--- src/rtl/tlb_l1.sv ---
`default_nettype none
// +--------------------------------------------------------------------------+
// | tlb_l1 : fully-associative 4 KB-page L1 TLB in front of a page walker    |
// | Revision: 1.0                                                            |
// +--------------------------------------------------------------------------+
module tlb_l1 #(
  parameter int ENTRIES = 8
) (
  input  logic        clk,
  input  logic        rst_n,
  input  logic        req_valid_i,
  output logic        req_ready_o,
  input  logic [31:0] req_vaddr_i,
  output logic        resp_valid_o,
  input  logic        resp_ready_i,
  output logic [31:0] resp_paddr_o,
  output logic        resp_fault_o,
  input  logic        flush_i,
  output logic        ptw_req_valid_o,
  input  logic        ptw_req_ready_i,
  output logic [31:0] ptw_vaddr_o,
  input  logic        ptw_resp_valid_i,
  output logic        ptw_resp_ready_o,
  input  logic [31:0] ptw_pte_i
);

  localparam int c_idx_w = (ENTRIES > 1) ? $clog2(ENTRIES) : 1;

  localparam logic [2:0] c_idle     = 3'd0;
  localparam logic [2:0] c_lookup   = 3'd1;
  localparam logic [2:0] c_ptw_req  = 3'd2;
  localparam logic [2:0] c_ptw_wait = 3'd3;
  localparam logic [2:0] c_resp     = 3'd4;

  logic [2:0]         r_state;
  logic [2:0]         w_state_nxt;
  logic [31:0]        r_vaddr;
  logic [ENTRIES-1:0] r_valid;
  logic [19:0]        r_tag [ENTRIES];
  logic [19:0]        r_ppn [ENTRIES];
  logic [c_idx_w-1:0] r_victim;
  logic               r_flush_pend;

  logic        r_req_ready;
  logic        r_resp_valid;
  logic [31:0] r_resp_paddr;
  logic        r_resp_fault;
  logic        r_ptw_req_valid;
  logic        r_ptw_resp_ready;

  logic        w_req_ready_nxt;
  logic        w_resp_valid_nxt;
  logic [31:0] w_resp_paddr_nxt;
  logic        w_resp_fault_nxt;
  logic        w_ptw_req_valid_nxt;
  logic        w_ptw_resp_ready_nxt;

  logic               w_req_fire;
  logic               w_ptw_req_fire;
  logic               w_pte_fire;
  logic               w_resp_fire;
  logic [ENTRIES-1:0] w_match;
  logic               w_hit;
  logic [19:0]        w_hit_ppn;
  logic [c_idx_w-1:0] w_free_idx;
  logic               w_full;
  logic [c_idx_w-1:0] w_fill_idx;
  logic               w_fill;
  logic               w_unused;

  assign w_req_fire     = req_valid_i & r_req_ready;
  assign w_ptw_req_fire = r_ptw_req_valid & ptw_req_ready_i;
  assign w_pte_fire     = ptw_resp_valid_i & r_ptw_resp_ready;
  assign w_resp_fire    = r_resp_valid & resp_ready_i;
  assign w_unused       = ^ptw_pte_i[11:1];

  generate
    for (genvar gi = 0; gi < ENTRIES; gi++) begin : g_match
      assign w_match[gi] = r_valid[gi] && (r_tag[gi] == r_vaddr[31:12]);
    end
  endgenerate

  assign w_hit = |w_match;

  // Tags are unique, so at most one match bit is set and an OR-mux suffices.
  always_comb begin
    w_hit_ppn = '0;
    for (int i = 0; i < ENTRIES; i++) begin
      if (w_match[i]) w_hit_ppn = w_hit_ppn | r_ppn[i];
    end
  end

  always_comb begin
    w_free_idx = '0;
    for (int i = ENTRIES - 1; i >= 0; i--) begin
      if (!r_valid[i]) w_free_idx = c_idx_w'(i);
    end
  end

  assign w_full     = &r_valid;
  assign w_fill_idx = w_full ? r_victim : w_free_idx;
  // A flush in the fill cycle or earlier in the walk leaves the entry invalid.
  assign w_fill     = (r_state == c_ptw_wait) && w_pte_fire && ptw_pte_i[0] &&
                      !r_flush_pend && !flush_i;

  // State register
  always_ff @(posedge clk or negedge rst_n) begin
    if (!rst_n) r_state <= c_idle;
    else        r_state <= w_state_nxt;
  end

  // Next-state logic
  always_comb begin
    w_state_nxt = r_state;
    case (r_state)
      c_idle:     if (w_req_fire)     w_state_nxt = c_lookup;
      c_lookup:                       w_state_nxt = w_hit ? c_resp : c_ptw_req;
      c_ptw_req:  if (w_ptw_req_fire) w_state_nxt = c_ptw_wait;
      c_ptw_wait: if (w_pte_fire)     w_state_nxt = c_resp;
      c_resp:     if (w_resp_fire)    w_state_nxt = c_idle;
      default:                        w_state_nxt = c_idle;
    endcase
  end

  // Output logic: next values of the registered outputs
  always_comb begin
    w_req_ready_nxt      = (w_state_nxt == c_idle);
    w_resp_valid_nxt     = (w_state_nxt == c_resp);
    w_ptw_req_valid_nxt  = (w_state_nxt == c_ptw_req);
    w_ptw_resp_ready_nxt = (w_state_nxt == c_ptw_wait);
    w_resp_paddr_nxt     = r_resp_paddr;
    w_resp_fault_nxt     = r_resp_fault;
    if ((r_state == c_lookup) && w_hit) begin
      w_resp_paddr_nxt = {w_hit_ppn, r_vaddr[11:0]};
      w_resp_fault_nxt = 1'b0;
    end else if ((r_state == c_ptw_wait) && w_pte_fire) begin
      if (ptw_pte_i[0]) begin
        w_resp_paddr_nxt = {ptw_pte_i[31:12], r_vaddr[11:0]};
        w_resp_fault_nxt = 1'b0;
      end else begin
        w_resp_paddr_nxt = '0;
        w_resp_fault_nxt = 1'b1;
      end
    end
  end

  always_ff @(posedge clk or negedge rst_n) begin
    if (!rst_n) begin
      r_req_ready      <= 1'b1;
      r_resp_valid     <= 1'b0;
      r_resp_paddr     <= '0;
      r_resp_fault     <= 1'b0;
      r_ptw_req_valid  <= 1'b0;
      r_ptw_resp_ready <= 1'b0;
    end else begin
      r_req_ready      <= w_req_ready_nxt;
      r_resp_valid     <= w_resp_valid_nxt;
      r_resp_paddr     <= w_resp_paddr_nxt;
      r_resp_fault     <= w_resp_fault_nxt;
      r_ptw_req_valid  <= w_ptw_req_valid_nxt;
      r_ptw_resp_ready <= w_ptw_resp_ready_nxt;
    end
  end

  always_ff @(posedge clk or negedge rst_n) begin
    if (!rst_n)          r_vaddr <= '0;
    else if (w_req_fire) r_vaddr <= req_vaddr_i;
  end

  always_ff @(posedge clk or negedge rst_n) begin
    if (!rst_n)       r_valid <= '0;
    else if (flush_i) r_valid <= '0;
    else if (w_fill)  r_valid[w_fill_idx] <= 1'b1;
  end

  always_ff @(posedge clk) begin
    if (w_fill) begin
      r_tag[w_fill_idx] <= r_vaddr[31:12];
      r_ppn[w_fill_idx] <= ptw_pte_i[31:12];
    end
  end

  // Victim pointer moves only when a fill evicts a live entry.
  always_ff @(posedge clk or negedge rst_n) begin
    if (!rst_n) begin
      r_victim <= '0;
    end else if (w_fill && w_full) begin
      r_victim <= (r_victim == c_idx_w'(ENTRIES - 1)) ? '0 : r_victim + 1'b1;
    end
  end

  always_ff @(posedge clk or negedge rst_n) begin
    if (!rst_n) begin
      r_flush_pend <= 1'b0;
    end else if (w_resp_fire) begin
      r_flush_pend <= 1'b0;
    end else if (flush_i && ((r_state == c_ptw_req) || (r_state == c_ptw_wait))) begin
      r_flush_pend <= 1'b1;
    end
  end

  assign req_ready_o      = r_req_ready;
  assign resp_valid_o     = r_resp_valid;
  assign resp_paddr_o     = r_resp_paddr;
  assign resp_fault_o     = r_resp_fault;
  assign ptw_req_valid_o  = r_ptw_req_valid;
  assign ptw_vaddr_o      = r_vaddr;
  assign ptw_resp_ready_o = r_ptw_resp_ready;

endmodule
`default_nettype wire
--- config.mk ---
export PLATFORM = sky130hd
export DESIGN_NAME = tlb_l1
export DESIGN_NICKNAME = d
export VERILOG_FILES = /design/src/rtl/tlb_l1.sv
export SDC_FILE = /design/constraint.sdc
export NUM_CORES = 1
export LEC_CHECK = 0
export CELL_PAD_IN_SITES_DETAIL_PLACEMENT = 1
export CELL_PAD_IN_SITES_GLOBAL_PLACEMENT = 1
export CORE_MARGIN = 5
export CORE_UTILIZATION = 52
export CTS_CLUSTER_DIAMETER = 120
export DETAILED_ROUTE_END_ITERATION = 10
export GPL_TIMING_DRIVEN = 0
export PLACE_DENSITY = 0.86
export SLEW_MARGIN = 20
export SYNTH_ARGS = -nofsm -noshare
export SYNTH_HDL_FRONTEND = slang
export SYNTH_SLANG_ARGS = --single-unit
--- constraint.sdc ---
create_clock -name clk -period 6.3 [get_ports clk]
set_input_delay 0.945 -clock clk [delete_from_list [all_inputs] [get_ports clk]]
set_output_delay 0.945 -clock clk [all_outputs]
set_load 0.02 [all_outputs]
After elaboration in Yosys (flattened, before gate mapping)
Memory sizes are Yosys's and may differ from the RTL's.
Index checks and enable logic that the tools add are counted.

operators by class
  add/sub/neg operators = 1
  magnitude comparators = 2
  eq/ne operators = 16
  muxes and demuxes = 38
  bitwise gates (word level) = 12
  reduce and logical (&&, ||, !) cells = 26

operators by type and width
  kind                                                                number
  equality test 20 bit                                                8
  two-way mux 20 bit                                                  8
  OR 20 bit                                                           7
  two-way mux 32 bit                                                  3
  two-way mux 3 bit                                                   15
  logical AND 1 bit                                                   16
  two-way mux 8 bit                                                   2
  one-hot mux 3 bit (5 select lines)                                  1
  equality test 3 x 2 -> 1 bit (second input constant)                4
  equality test 3 bit (second input constant)                         3
  two-way mux 1 bit                                                   8
  OR 8 bit                                                            1
  AND reduction 8 bit                                                 1
  OR reduction 8 bit                                                  1
  logical NOT 3 bit                                                   2
  nonzero test 2 bit                                                  3
  bitwise AND 1 bit                                                   4
  less-than comparator 3 x 4 -> 1 bit (second input constant)         1
  adder 3 x 1 -> 3 bit (second input constant)                        1
  demux 1 bit (select 3 bit)                                          1
  equality test 3 x 1 -> 1 bit (second input constant)                1
  greater-or-equal comparator 3 x 1 -> 1 bit (second input constant)  1
  logical NOT 1 bit                                                   2
  logical OR 1 bit                                                    1

word-level totals
  register bits = 84
  RAM bits = 320
  input port bits = 71
  word-level logic and storage cells = 108
  memories kept = 2

memories
  memory  depth  bits a word  rd ports  clocked after Yosys merged registers in  write ports  RTL line  source
  r_ppn   8      20           8         0                                        1            40        logic [19:0] r_ppn [ENTRIES];
  r_tag   8      20           8         0                                        1            39        logic [19:0] r_tag [ENTRIES];

Longest topological paths before layout
Gate-level depths: netlist of run 1.

  depth in word-level cells = 18
  mapped depth = 12
  gate-level depth less buffers = 7

Worst setup path before layout of run 1
OpenSTA, ideal clock, no wires.

  path kind = input port to flip-flop
  from = input port ptw_resp_valid_i
  to = memory r_ppn[2][0] (enable)
  arrival = 3.557 ns
  required time = 5.862 ns
  path slack = 2.305 ns
  stages = 6
  path through = nand3_1 > nor3b_1 > nand2_1 > nor3_1 > nand3_1 > nor2_1

between the ends
  cells in the longest elaborated chain, start to end = 7

RTL lines
  element                                  RTL line  source
  start: declaration                       22        input logic ptw_resp_valid_i,
  bitwise AND 1 bit                        73        assign w_pte_fire = ptw_resp_valid_i & r_ptw_resp_ready;
  logical AND 1 bit (3 in series)          103       assign w_fill = (r_state == c_ptw_wait) && w_pte_fire && ptw_pte_i[0] &&
  logical AND 1 bit                        104       !r_flush_pend && !flush_i;
  two-way mux 1 bit                        177       if (w_fill) begin
  two-way mux 1 bit (implied by the code)  179       r_ppn[w_fill_idx] <= ptw_pte_i[31:12];
  end: declaration                         40

No other way between the ends.

Worst setup path in the final report of run 1
  from = register r_vaddr[12], in the netlist ptw_vaddr_o[12]
  to = register r_resp_paddr[17], in the netlist resp_paddr_o[17]

between the ends
  cells in the longest elaborated chain, start to end = 18
  elaborated cells between the ends (all ways) = 35

RTL lines
  element                   RTL line  source
  start: declaration        37        logic [31:0] r_vaddr;
  start signal: assignment  167       else if (w_req_fire) r_vaddr <= req_vaddr_i;
  equality test 20 bit      79        assign w_match[gi] = r_valid[gi] && (r_tag[gi] == r_vaddr[31:12]);
  logical AND 1 bit         79
  two-way mux 20 bit        89        if (w_match[i]) w_hit_ppn = w_hit_ppn | r_ppn[i];
  OR 20 bit                 89
  two-way mux 20 bit        89
  OR 20 bit                 89
  two-way mux 20 bit        89
  OR 20 bit                 89
  [2 not listed]            -
  two-way mux 20 bit        89
  OR 20 bit                 89
  two-way mux 20 bit        89
  OR 20 bit                 89
  two-way mux 20 bit        89
  OR 20 bit                 89
  two-way mux 20 bit        89
  two-way mux 32 bit        133       if ((r_state == c_lookup) && w_hit) begin
  end signal: assignment    158       r_resp_paddr <= w_resp_paddr_nxt;
  end: declaration          46        logic [31:0] r_resp_paddr;

Several ways; a longest one is shown, not always the timed one.
A chain may end at the register's enable or synchronous reset.

==> run_results.csv, run 1 <==
group,metric,value,unit
status,status,"finished clean",
route,totalWireLength,58300,um
layout,layout-drive-gt1-share,0.113,
setup_path,cp_num_buf_inv,4,
placed_design,placed_cell_area,0.0190,mm2
clocking,cts_buffer_depth,3,
timing,drv_slew,0,
setup_path,path_common_cell,"clkbuf_1",
run,cap_violations,0,
clocking,clk_latency,0.55,ns
logic_synthesis,synthesis.nets,1203,
timing,clock_skew,0.0208,ns
logic_synthesis,ys.warnings.count,0,
logic_synthesis,netlist_area,0.0168,mm2
clocking,cts_tree,"yes",
setup_path,critPathMaxFanout,10,
timing,maxSlewHeadroom,0.214,
layout,postLayoutCellArea,0.0203,mm2
power,p_int,5.58,mW
placed_design,dp_cells,1671,
route,drt_iter0_drc,1753,
logic_synthesis,ys.flop_type,"edfxtp_1",
layout,area_growth,20.4,%
setup_path,max_stage_delay,0.82,ns
power,swShare,0.352,
setup_path,critical_path_arrival,4.94,ns
floorplan,row_count,65,
layout,stdcell_count,1749,
floorplan,die-area,0.0360,mm2
timing,setup_viol,0,
logic_synthesis,yosysUniqueCellTypes,55,
logic_synthesis,synthArstFlopShare,0.208,
floorplan,pin_count,140,
power,p_per_area,425,mW/mm2
clocking,cts_resized,0,
layout,diodes,0,
setup_path,path_cells,"buf_2 -> xnor2_1 -> nand4_1 -> nor4_4 -> a22oi_1 -> and4_1 -> clkbuf_1 -> or3_1 -> clkbuf_1 -> buf_6 -> mux2_4",
route,wl_per_cell,33.3,um
power,power_frac_comb,0.296,
power,clockPowerShare,0.276,
timing,worst_pin_slew,1.16,ns
timing,rsz0062_at_grt,"false",
power,p_sw,3.03,mW
placed_design,gp_congestion,0.893,
power,cellLeakagePower,6.99,nW
setup_path,crit_family,"simple AND/OR/NAND/NOR gates",
timing,max_freq,221,MHz
global_routing,overflow,0,
floorplan,die_x,190,um
setup_path,path_class,"flip-flop to flip-flop",
setup_path,cp-end-kind,"flip-flop",
logic_synthesis,syn_avg_cell_area,14.9,um2
global_routing,grt_use_total,0.320,
timing,min_period,4.52,ns
clocking,cts-buffers-inserted,42,
clocking,postCtsHoldBufs,0,
min_path,min_path_type,"primary input to asynchronous set/reset pin",
global_routing,antenna_found_initial,1,
setup_path,regToRegEndpoint,"resp_paddr_o[17]",
placed_design,io_buffers,128,
timing,timing.final.hold_violations,0,
global_routing,grt_first_pass_wirelength,85800,um
floorplan,start_util,0.530,
route,drtPass1Iterations,7,
route,drc,0,
clocking,clk_pin_slew,0.07,ns
setup_path,rr_startpoint,"ptw_vaddr_o[12]",
timing,period_share,0.718,
floorplan,placeableCoreArea,0.0317,mm2
setup_path,crit_slowest_cell,"nor4_4",
clocking,h-tree-depth,2,
clocking,post_cts_buffers,0,
power,ir_worst_vdd,0.290,mV
setup_path,start_kind,"flip-flop",
clocking,clock-root-buffer,"clkbuf_16",
route,vias,11996,
setup_path,reg2reg_slack,1.78,ns
logic_synthesis,synth.yosys.seq_area_share,0.696,
power,seqPwrFrac,0.428,
floorplan,die_h,190,um
layout,num-nets-final,1387,
setup_path,crit_required,6.72,ns
placed_design,dpl.hpwl,37200,um
logic_synthesis,synth-edff-count,320,
clocking,cts_sinks,404,
global_routing,grt_max_degree,72,
global_routing,grt_pass1_vias,12763,
route,ant_nets,0,
logic_synthesis,ys_ff_latch,404,
logic_synthesis,netlist_instances,1130,
setup_path,reg2reg_depth,11,
route,viasPerCell,6.86,
cells in the mapped netlist (12+ instances only):
| master | n | area share |
|---|---|---|
| nand4_1 | 61 | 0.023 |
| inv_1 | 15 | 0.0033 |
| buf_2 | 17 | 0.0051 |
| and3_1 | 35 | 0.013 |
| nand3_1 | 75 | 0.022 |
| mux2i_1 | 17 | 0.010 |
| nor2_1 | 26 | 0.0058 |
| dfrtp_1 | 83 | 0.12 |
| a21oi_1 | 12 | 0.0036 |
| clkbuf_1 | 29 | 0.0065 |
| nor4_1 | 21 | 0.0078 |
| xnor2_1 | 104 | 0.054 |
| a22oi_1 | 33 | 0.015 |
| nand2_1 | 37 | 0.0083 |
| nor3_1 | 13 | 0.0039 |
| mux2_2 | 34 | 0.023 |
| xor2_1 | 54 | 0.028 |
| edfxtp_1 | 320 | 0.57 |
| nor4b_1 | 15 | 0.0078 |
placed cells by master, fill, tap and decap left out, types with 12 or more instances in the layout:
master,count
mux2i_1,17
nand2_1,37
and3_1,35
clkbuf_16,43
clkbuf_1,40
clkdlybuf4s50_1,127
xor2_1,54
nand4_1,61
a21oi_1,12
buf_2,17
edfxtp_1,320
nor2_1,18
mux2_2,34
xnor2_1,104
a22oi_1,33
nor4b_1,15
nor4_1,19
nand3_1,75
nor3_1,13
dfrtp_1,83
inv_1,15
clkinv_2,13
routing by layer:
| metal | track usage | up-vias | part of all wire |
|---|---|---|---|
| met1 | 0.413 | 6070 | 0.36 |
| met5 | 0 | - | 0 |
| met4 | 0.137 | 0 | 0.053 |
| met2 | 0.528 | 952 | 0.48 |
| met3 | 0.0706 | 227 | 0.10 |
| li1 | - | 4747 | - |
flip-flops by register name, summed over array words and instances (netlist names):
signal and flops:
r_tag 160, r_valid 8, resp_fault_o 1, r_flush_pend 1
resp_valid_o 1, r_state 3, ptw_req_valid_o 1, r_victim 3
ptw_resp_ready_o 1, ptw_vaddr_o 32, r_ppn 160, req_ready_o 1
resp_paddr_o 32
metrics by stage:
stage          setup WS (ns)   util  setup TNS [ns]  hold WS [ns]  power [mW]
6_report                1.78  0.639               0         0.224        8.61
3_3_place_gp          -0.293  0.587          -41.40         0.459        5.98
2_1_floorplan           2.31      -               0         0.470        4.92
4_1_cts                 1.88  0.638               0         0.227        8.54
5_1_grt                 1.69  0.639               0         0.227        8.85
3_5_place_dp            1.76  0.598               0         0.474        6.14
power by group through the flow:
| stage | Clock, mW | Sequential, mW | Combinational, mW |
|---|---|---|---|
| global placement | 0 | 3.68 | 2.30 |
| CTS | 2.37 | 3.67 | 2.51 |
| floorplan | 0 | 3.78 | 1.14 |
| detailed placement | 0 | 3.71 | 2.43 |
| global route | 2.51 | 3.70 | 2.63 |
| finish | 2.38 | 3.69 | 2.55 |
cell type report:
type                            instances  area, um2
Clock buffer                           56       1140
Timing Repair Buffer                  140       1560
Buffer                                 57        270
Inverter                               15       56.3
Sequential cell                       404      11700
Tap cell                              402        503
Clock inverter                         21        126
Fill cell                            2888      11500
Multi-Input combinational cell        654       4890
worst reg2reg max path, cell delays in order, from the launching register on:
cell and delay [ns]:
dfrtp_1 0.73, buf_2 0.50, xnor2_1 0.25, nand4_1 0.24
nor4_4 0.82, a22oi_1 0.26, and4_1 0.34, clkbuf_1 0.20
or3_1 0.39, clkbuf_1 0.16, buf_6 0.18, mux2_4 0.32
worst max path at each step:
stage                           startpoint                to  slack [ns]  depth (start not counted)
after floorplan           ptw_resp_valid_i       r_ppn[2][0]        2.31                          6
after global placement    ptw_resp_valid_i      r_tag[6][11]       -0.29                          7
after detailed placement  ptw_resp_valid_i  resp_paddr_o[20]        1.76                          9
after CTS                  ptw_vaddr_o[12]  resp_paddr_o[17]        1.88                         11
after global routing       ptw_vaddr_o[12]  resp_paddr_o[28]        1.69                         11
final                      ptw_vaddr_o[12]  resp_paddr_o[17]        1.78                         11
cells by family (layout without fill, tap and decap cells):
family          after synthesis  count (layout)  share of synthesized area
compound gates              110             110                     0.0506
xor+xnor                    158             158                     0.0823
fa+ha+maj                     2               2                    0.00149
buf+inv                      72             289                     0.0194
flops                       404             404                      0.696
mux                          54              54                     0.0356
simple gates                330             330                      0.114
Power figures use the tool's default switching activity.
==> run 2: changes to the inputs <==
--- a/config.mk
+++ b/config.mk
@@ -8,11 +8,11 @@
 export CELL_PAD_IN_SITES_DETAIL_PLACEMENT = 1
 export CELL_PAD_IN_SITES_GLOBAL_PLACEMENT = 1
 export CORE_MARGIN = 5
-export CORE_UTILIZATION = 52
+export CORE_UTILIZATION = 49
 export CTS_CLUSTER_DIAMETER = 120
 export DETAILED_ROUTE_END_ITERATION = 10
 export GPL_TIMING_DRIVEN = 0
-export PLACE_DENSITY = 0.86
+export PLACE_DENSITY = 0.82
 export SLEW_MARGIN = 20
 export SYNTH_ARGS = -nofsm -noshare
 export SYNTH_HDL_FRONTEND = slang
==> constraint.sdc (replaced) <==
create_clock -name clk -period 4.4 [get_ports clk]
set_input_delay 0.66 -clock clk [delete_from_list [all_inputs] [get_ports clk]]
set_output_delay 0.66 -clock clk [all_outputs]
set_load 0.02 [all_outputs]
==> run 2 against run 1 <==
Compared with the run above: power is 46% higher; die area rose by 5.8%; cell area grew 1.7%; clock-buffer cell count decreased by 1; sequential power increased by 43%; global-route usage fell by 3.4 points; clock power grew 55%; maximum frequency increased by 4.3%; first-iteration DRC count decreased by 23%; critical endpoint is now resp_paddr_o[14]; highest routed layer unchanged.
==> run_results.csv, run 2 (synthesis gave the netlist of run 1 again) <==
group,metric,value,unit
timing,timing.final.hold_violations,0,
global_routing,grt_first_pass_wirelength,82600,um
layout,reg_top3,"r_ppn: 160 flops, r_tag: 160 flops",
power,p_per_area,608,mW/mm2
setup_path,critPathMaxFanout,11,
route,wl_per_cell,30.9,um
timing,timing.final.ws_setup,0.0664,ns
route,drc,0,
layout,final_util,0.611,
power,ir_worst_vdd,0.433,mV
timing,setup_viol,0,
clocking,cts-buffers-inserted,43,
placed_design,gp_congestion,0.912,
clocking,cts_resized,0,
global_routing,overflow,0,
setup_path,crit_required,4.85,ns
clocking,clk_latency,0.55,ns
power,power.total,12.5,mW
timing,rsz0062_at_grt,"false",
layout,postLayoutCellArea,0.0206,mm2
floorplan,placeableCoreArea,0.0337,mm2
route,totalWireLength,55800,um
clocking,cts_tree,"yes",
global_routing,grt_use_total,0.286,
floorplan,row_count,67,
setup_path,cp-end-kind,"flip-flop",
status,status,"finished clean",
floorplan,pin_count,140,
route,drt_iter0_drc,1347,
floorplan,die-area,0.0381,mm2
setup_path,start_kind,"flip-flop",
placed_design,dp_cells,1720,
layout,diodes,0,
layout,layout-drive-gt1-share,0.118,
clocking,cts_sinks,404,
global_routing,grt_max_degree,72,
global_routing,grt_pass1_vias,12455,
layout,final_common_cell,"edfxtp_1",
layout,layout_common_cells,"320 x edfxtp_1, 127 x clkdlybuf4s50_1, 104 x xnor2_1, 83 x dfrtp_1, 75 x nand3_1",
clocking,clk_pin_slew,0.06,ns
floorplan,die_h,195,um
layout,num-nets-final,1393,
route,ant_nets,0,
clocking,h-tree-depth,2,
timing,setup-tns-final,0,ns
power,cellLeakagePower,7.11,nW
timing,maxSlewHeadroom,0.254,
timing,hold_ws,0.473,ns
floorplan,die_x,195,um
timing,drv_slew,0,
run,cap_violations,0,
timing,worst_pin_slew,1.10,ns
setup_path,path_class,"flip-flop to flip-flop",
min_path,min_path_type,"flip-flop to flip-flop",
placed_design,placement.setup.worst_slack,0.199,ns
timing,period_share,0.985,
setup_path,critical_path_arrival,4.79,ns
global_routing,antenna_found_initial,0,
placed_design,io_buffers,128,
layout,stdcell_count,1803,
timing,max_freq,231,MHz
timing,min_period,4.33,ns
layout,fill_cells,3138,
route,vias,11633,
route,drtPass1Iterations,6,
clocking,clock-root-buffer,"clkbuf_16",
placed_design,placed_cell_area,0.0191,mm2
route,viasPerCell,6.45,
layout,area_growth,22.5,%
floorplan,start_util,0.499,
placed_design,dpl.hpwl,37100,um
clocking,cts_buffer_depth,3,
timing,clock_skew,0.0228,ns
[run 2: cell count changes in the layout (fill, tap and decap cells not counted), sizes merged]
cell,previous run,this run
dlygate4sd3,0,1
clkbuf,86,84
buf,40,45
bufinv,1,5
clkinv,19,18
inv,16,17
[run 2: cell type report]
| type | count | area [um2] | share of cell area |
|---|---|---|---|
| multi-input combinational | 654 | 4890 | 0.238 |
| tap | 448 | 561 | 0.0272 |
| clock inverter | 25 | 258 | 0.0125 |
| buffer | 56 | 267 | 0.0129 |
| clock buffer | 55 | 1160 | 0.0564 |
| timing repair buffer | 146 | 1690 | 0.0819 |
| sequential | 404 | 11700 | 0.569 |
| inverter | 15 | 56.3 | 0.00273 |
[run 2: worst paths after layout]
kind / start / endpoint / slack, ns / cells after the start
worst max register to register: ptw_vaddr_o[24] / resp_paddr_o[14] / 0.07 / 11
worst min register to register: resp_paddr_o[10] / resp_paddr_o[10] / 0.47 / 1
worst max-delay path: ptw_vaddr_o[24] / resp_paddr_o[14] / 0.07 / 11
max in group asynchronous: rst_n / resp_paddr_o[28] / 3.21 / 3
worst min-delay path: resp_paddr_o[10] / resp_paddr_o[10] / 0.47 / 1
min in group asynchronous: rst_n / ptw_vaddr_o[19] / 0.50 / 2
[run 2: worst max-delay path, stage by stage (launching register included)]
cell and delay (ns):
dfrtp_1 0.74, buf_2 0.46, xnor2_1 0.18, nand3_1 0.25, nor2_1 0.83, a22oi_1 0.20
and4_1 0.31, clkbuf_1 0.21, or3_1 0.34, clkbuf_1 0.15, buf_2 0.28, mux2i_1 0.26
[run 2: per-layer routing]
metal / part of all wire / GRT usage / up-vias
met3: 0.075 / 0.0512 / 157
met5: 0 / 0 / -
met4: 0.036 / 0.101 / 0
met2: 0.50 / 0.487 / 646
li1: - / - / 4780
met1: 0.39 / 0.373 / 6050
[run 2: timing repair]
action | in CTS | in global routing
setup endpoints to repair | 0 | 17
hold buffers | 1 | 0
endpoints found under the hold margin | 13 | 0
setup buffers | 0 | 0
[run 2: power by group]
part	leakage (nW)	switching, mW	internal (mW)
registers	3.90	0.592	4.67
logic	2.51	2.14	1.44
clock network	0.699	1.53	2.17
total	7.11	4.26	8.27
==> run 3: changes to the inputs <==
--- a/config.mk
+++ b/config.mk
@@ -8,11 +8,12 @@
 export CELL_PAD_IN_SITES_DETAIL_PLACEMENT = 1
 export CELL_PAD_IN_SITES_GLOBAL_PLACEMENT = 1
 export CORE_MARGIN = 5
-export CORE_UTILIZATION = 49
+export CORE_UTILIZATION = 30
 export CTS_CLUSTER_DIAMETER = 120
 export DETAILED_ROUTE_END_ITERATION = 10
 export GPL_TIMING_DRIVEN = 0
-export PLACE_DENSITY = 0.82
+export PLACE_DENSITY = 0.55
+export RECOVER_POWER = 25
 export SLEW_MARGIN = 20
 export SYNTH_ARGS = -nofsm -noshare
 export SYNTH_HDL_FRONTEND = slang
==> run 3 against run 2 <==
Compared with the run above: via count shrank 7.8%; hold slack improved by 0.00087 ns; non-clock buffer count rose by 1; largest cell class unchanged; die area up 60%; utilization shrank 23 points; setup slack improved by 0.0033 ns; largest power group unchanged; cell area up 1.4%; critical path depth down 1; flip-flop and latch count stayed put; the run now ends with max-capacitance violations, max-slew violations left.
==> run_results.csv, run 3 (synthesis gave the netlist of run 1 again) <==
group,metric,value,unit
placed_design,io_buffers,128,
floorplan,placeableCoreArea,0.0553,mm2
layout,num-nets-final,1396,
floorplan,die_h,247,um
timing,timing.final.hold_violations,0,
setup_path,reg2reg_depth,10,
setup_path,crit_required,4.91,ns
setup_path,start_kind,"flip-flop",
layout,fill_cells,5794,
timing,setup_viol,0,
route,drtPass1Iterations,5,
min_path,hold_depth,1,
route,totalWireLength,55400,um
setup_path,critical_path_arrival,4.84,ns
status,status,"complete, but fails checks",
clocking,clk_pin_slew,0.06,ns
global_routing,grt_max_degree,63,
placed_design,gp_congestion,0.799,
min_path,min_to,"resp_paddr_o[6]",
global_routing,antenna_found_initial,2,
setup_path,reg2reg_slack,0.07,ns
layout,final_common_cell,"edfxtp_1",
clocking,cts-buffers-inserted,45,
min_path,min_path_type,"flip-flop to flip-flop",
global_routing,grt_use_total,0.180,
run,cap_violations,1,
power,p_per_area,589,mW/mm2
route,wl_per_cell,26.3,um
global_routing,grt_pass1_vias,11471,
layout,layout_common_cells,"320 x edfxtp_1, 117 x clkdlybuf4s50_1, 104 x xnor2_1, 83 x dfrtp_1, 75 x nand3_1",
placed_design,dpl.hpwl,38000,um
layout,layout-drive-gt1-share,0.117,
floorplan,pin_count,140,
layout,postLayoutCellArea,0.0209,mm2
placed_design,placed_cell_area,0.0195,mm2
min_path,worstHoldStart,"resp_paddr_o[6]",
timing,hold_ws,0.474,ns
clocking,clock-root-buffer,"clkbuf_16",
status,violations,"max-capacitance violations, max-slew violations",
setup_path,critPathMaxFanout,10,
setup_path,path_class,"flip-flop to flip-flop",
clocking,h-tree-depth,2,
timing,clock_skew,0.0125,ns
route,drc,0,
route,ant_nets,0,
clocking,cts_tree,"yes",
floorplan,die_x,247,um
layout,seqCellArea,0.0117,mm2
route,drt_iter0_drc,769,
route,viasPerCell,5.09,
setup_path,regToRegEndpoint,"resp_paddr_o[17]",
clocking,clk_latency,0.57,ns
timing,period_share,0.984,
timing,rsz0062_at_grt,"false",
timing,drv_slew,23,
timing,maxSlewHeadroom,-0.258,
clocking,cts_buffer_depth,3,
timing,worst_pin_slew,1.89,ns
clocking,cts_sinks,404,
timing,min_period,4.33,ns
route,vias,10731,
layout,area_growth,24.1,%
setup_path,rr_startpoint,"ptw_vaddr_o[21]",
layout,reg_top3,"r_ppn: 160 flops, r_tag: 160 flops",
global_routing,grt_first_pass_wirelength,80400,um
floorplan,start_util,0.304,
floorplan,row_count,86,
power,cellLeakagePower,7.07,nW
timing,max_freq,231,MHz
global_routing,overflow,0,
layout,multi_input_area,0.00489,mm2
power,ir_worst_vdd,0.418,mV
floorplan,die-area,0.0609,mm2
setup_path,cp-end-kind,"flip-flop",
run 3: changes by cell type in the layout (fill, tap and decap cells not counted), sizes merged:
cell           before  now
clkinv             18   19
clkdlybuf4s50     127  117
clkbuf             84   92
bufinv              5    1
diode               0    1
dlygate4sd3         1   11
clkinvlp            0    1
buf                45   43
run 3: layout make-up:
cell class                 count  share of cell area
tap                          748              0.0448
inverter                      15             0.00270
clock buffer                  60              0.0590
clock inverter                23             0.00671
sequential                   404               0.561
antenna                        1            0.000120
timing repair buffer         146              0.0786
buffer                        57              0.0129
multi-input combinational    654               0.234
run 3: worst max-delay path, stage by stage, from the launching register on:
cell,delay [ns]
dfrtp_1,0.65
buf_2,0.46
xor2_1,0.16
nor4_1,0.98
and3_1,0.31
clkbuf_1,0.56
and2_0,0.23
clkbuf_1,0.39
a22oi_1,0.13
nand4_1,0.21
mux2_4,0.17
run 3: power breakdown:
group	internal (mW)	switching, mW	total [mW]	leakage [nW]
clock network	2.02	1.54	3.57	0.674
registers	4.67	0.600	5.27	3.90
logic	1.43	2.03	3.46	2.49
total	8.12	4.18	12.3	7.07
run 3: how the worst max path moves through the flow:
stage                      from               end  slack [ns]  cells after the start
2_1_floorplan  ptw_resp_valid_i       r_ppn[2][0]        0.69                      6
3_3_place_gp   ptw_resp_valid_i       r_tag[6][3]       -2.40                      7
3_5_place_dp    ptw_vaddr_o[24]      resp_fault_o         0.1                     11
4_1_cts         ptw_vaddr_o[24]      resp_fault_o        0.07                     11
5_1_grt         ptw_vaddr_o[24]  resp_paddr_o[13]       0.007                     11
6_report        ptw_vaddr_o[21]  resp_paddr_o[17]        0.07                     10
run 3: metal layers:
layer / GRT usage / wire (um)
met1: 0.232 / 23500
met2: 0.318 / 28200
met3: 0.0313 / 2390
met4: 0.0425 / 1290
met5: 0 / 0
run 3: metrics by stage:
stage	instances	worst slack [ns]	setup TNS, ns	util	total power [mW]
after global placement	2006	-2.40	-795.63	0.344	8.81
after detailed placement	2022	0.0952	0	0.352	8.87
after global routing	2108	0.00651	0	0.377	12.8
after CTS	2106	0.0682	0	0.377	12.5
after floorplan	1130	0.690	0	-	7.05
final	2108	0.0698	0	0.377	12.3
run 3: repair_timing:
item                                    CTS  global route
gates resized for setup                   0             1
endpoints found under the setup margin    0            17
hold buffers                              1             0
endpoints found under the hold margin    22             0
buffers inserted                          0             0
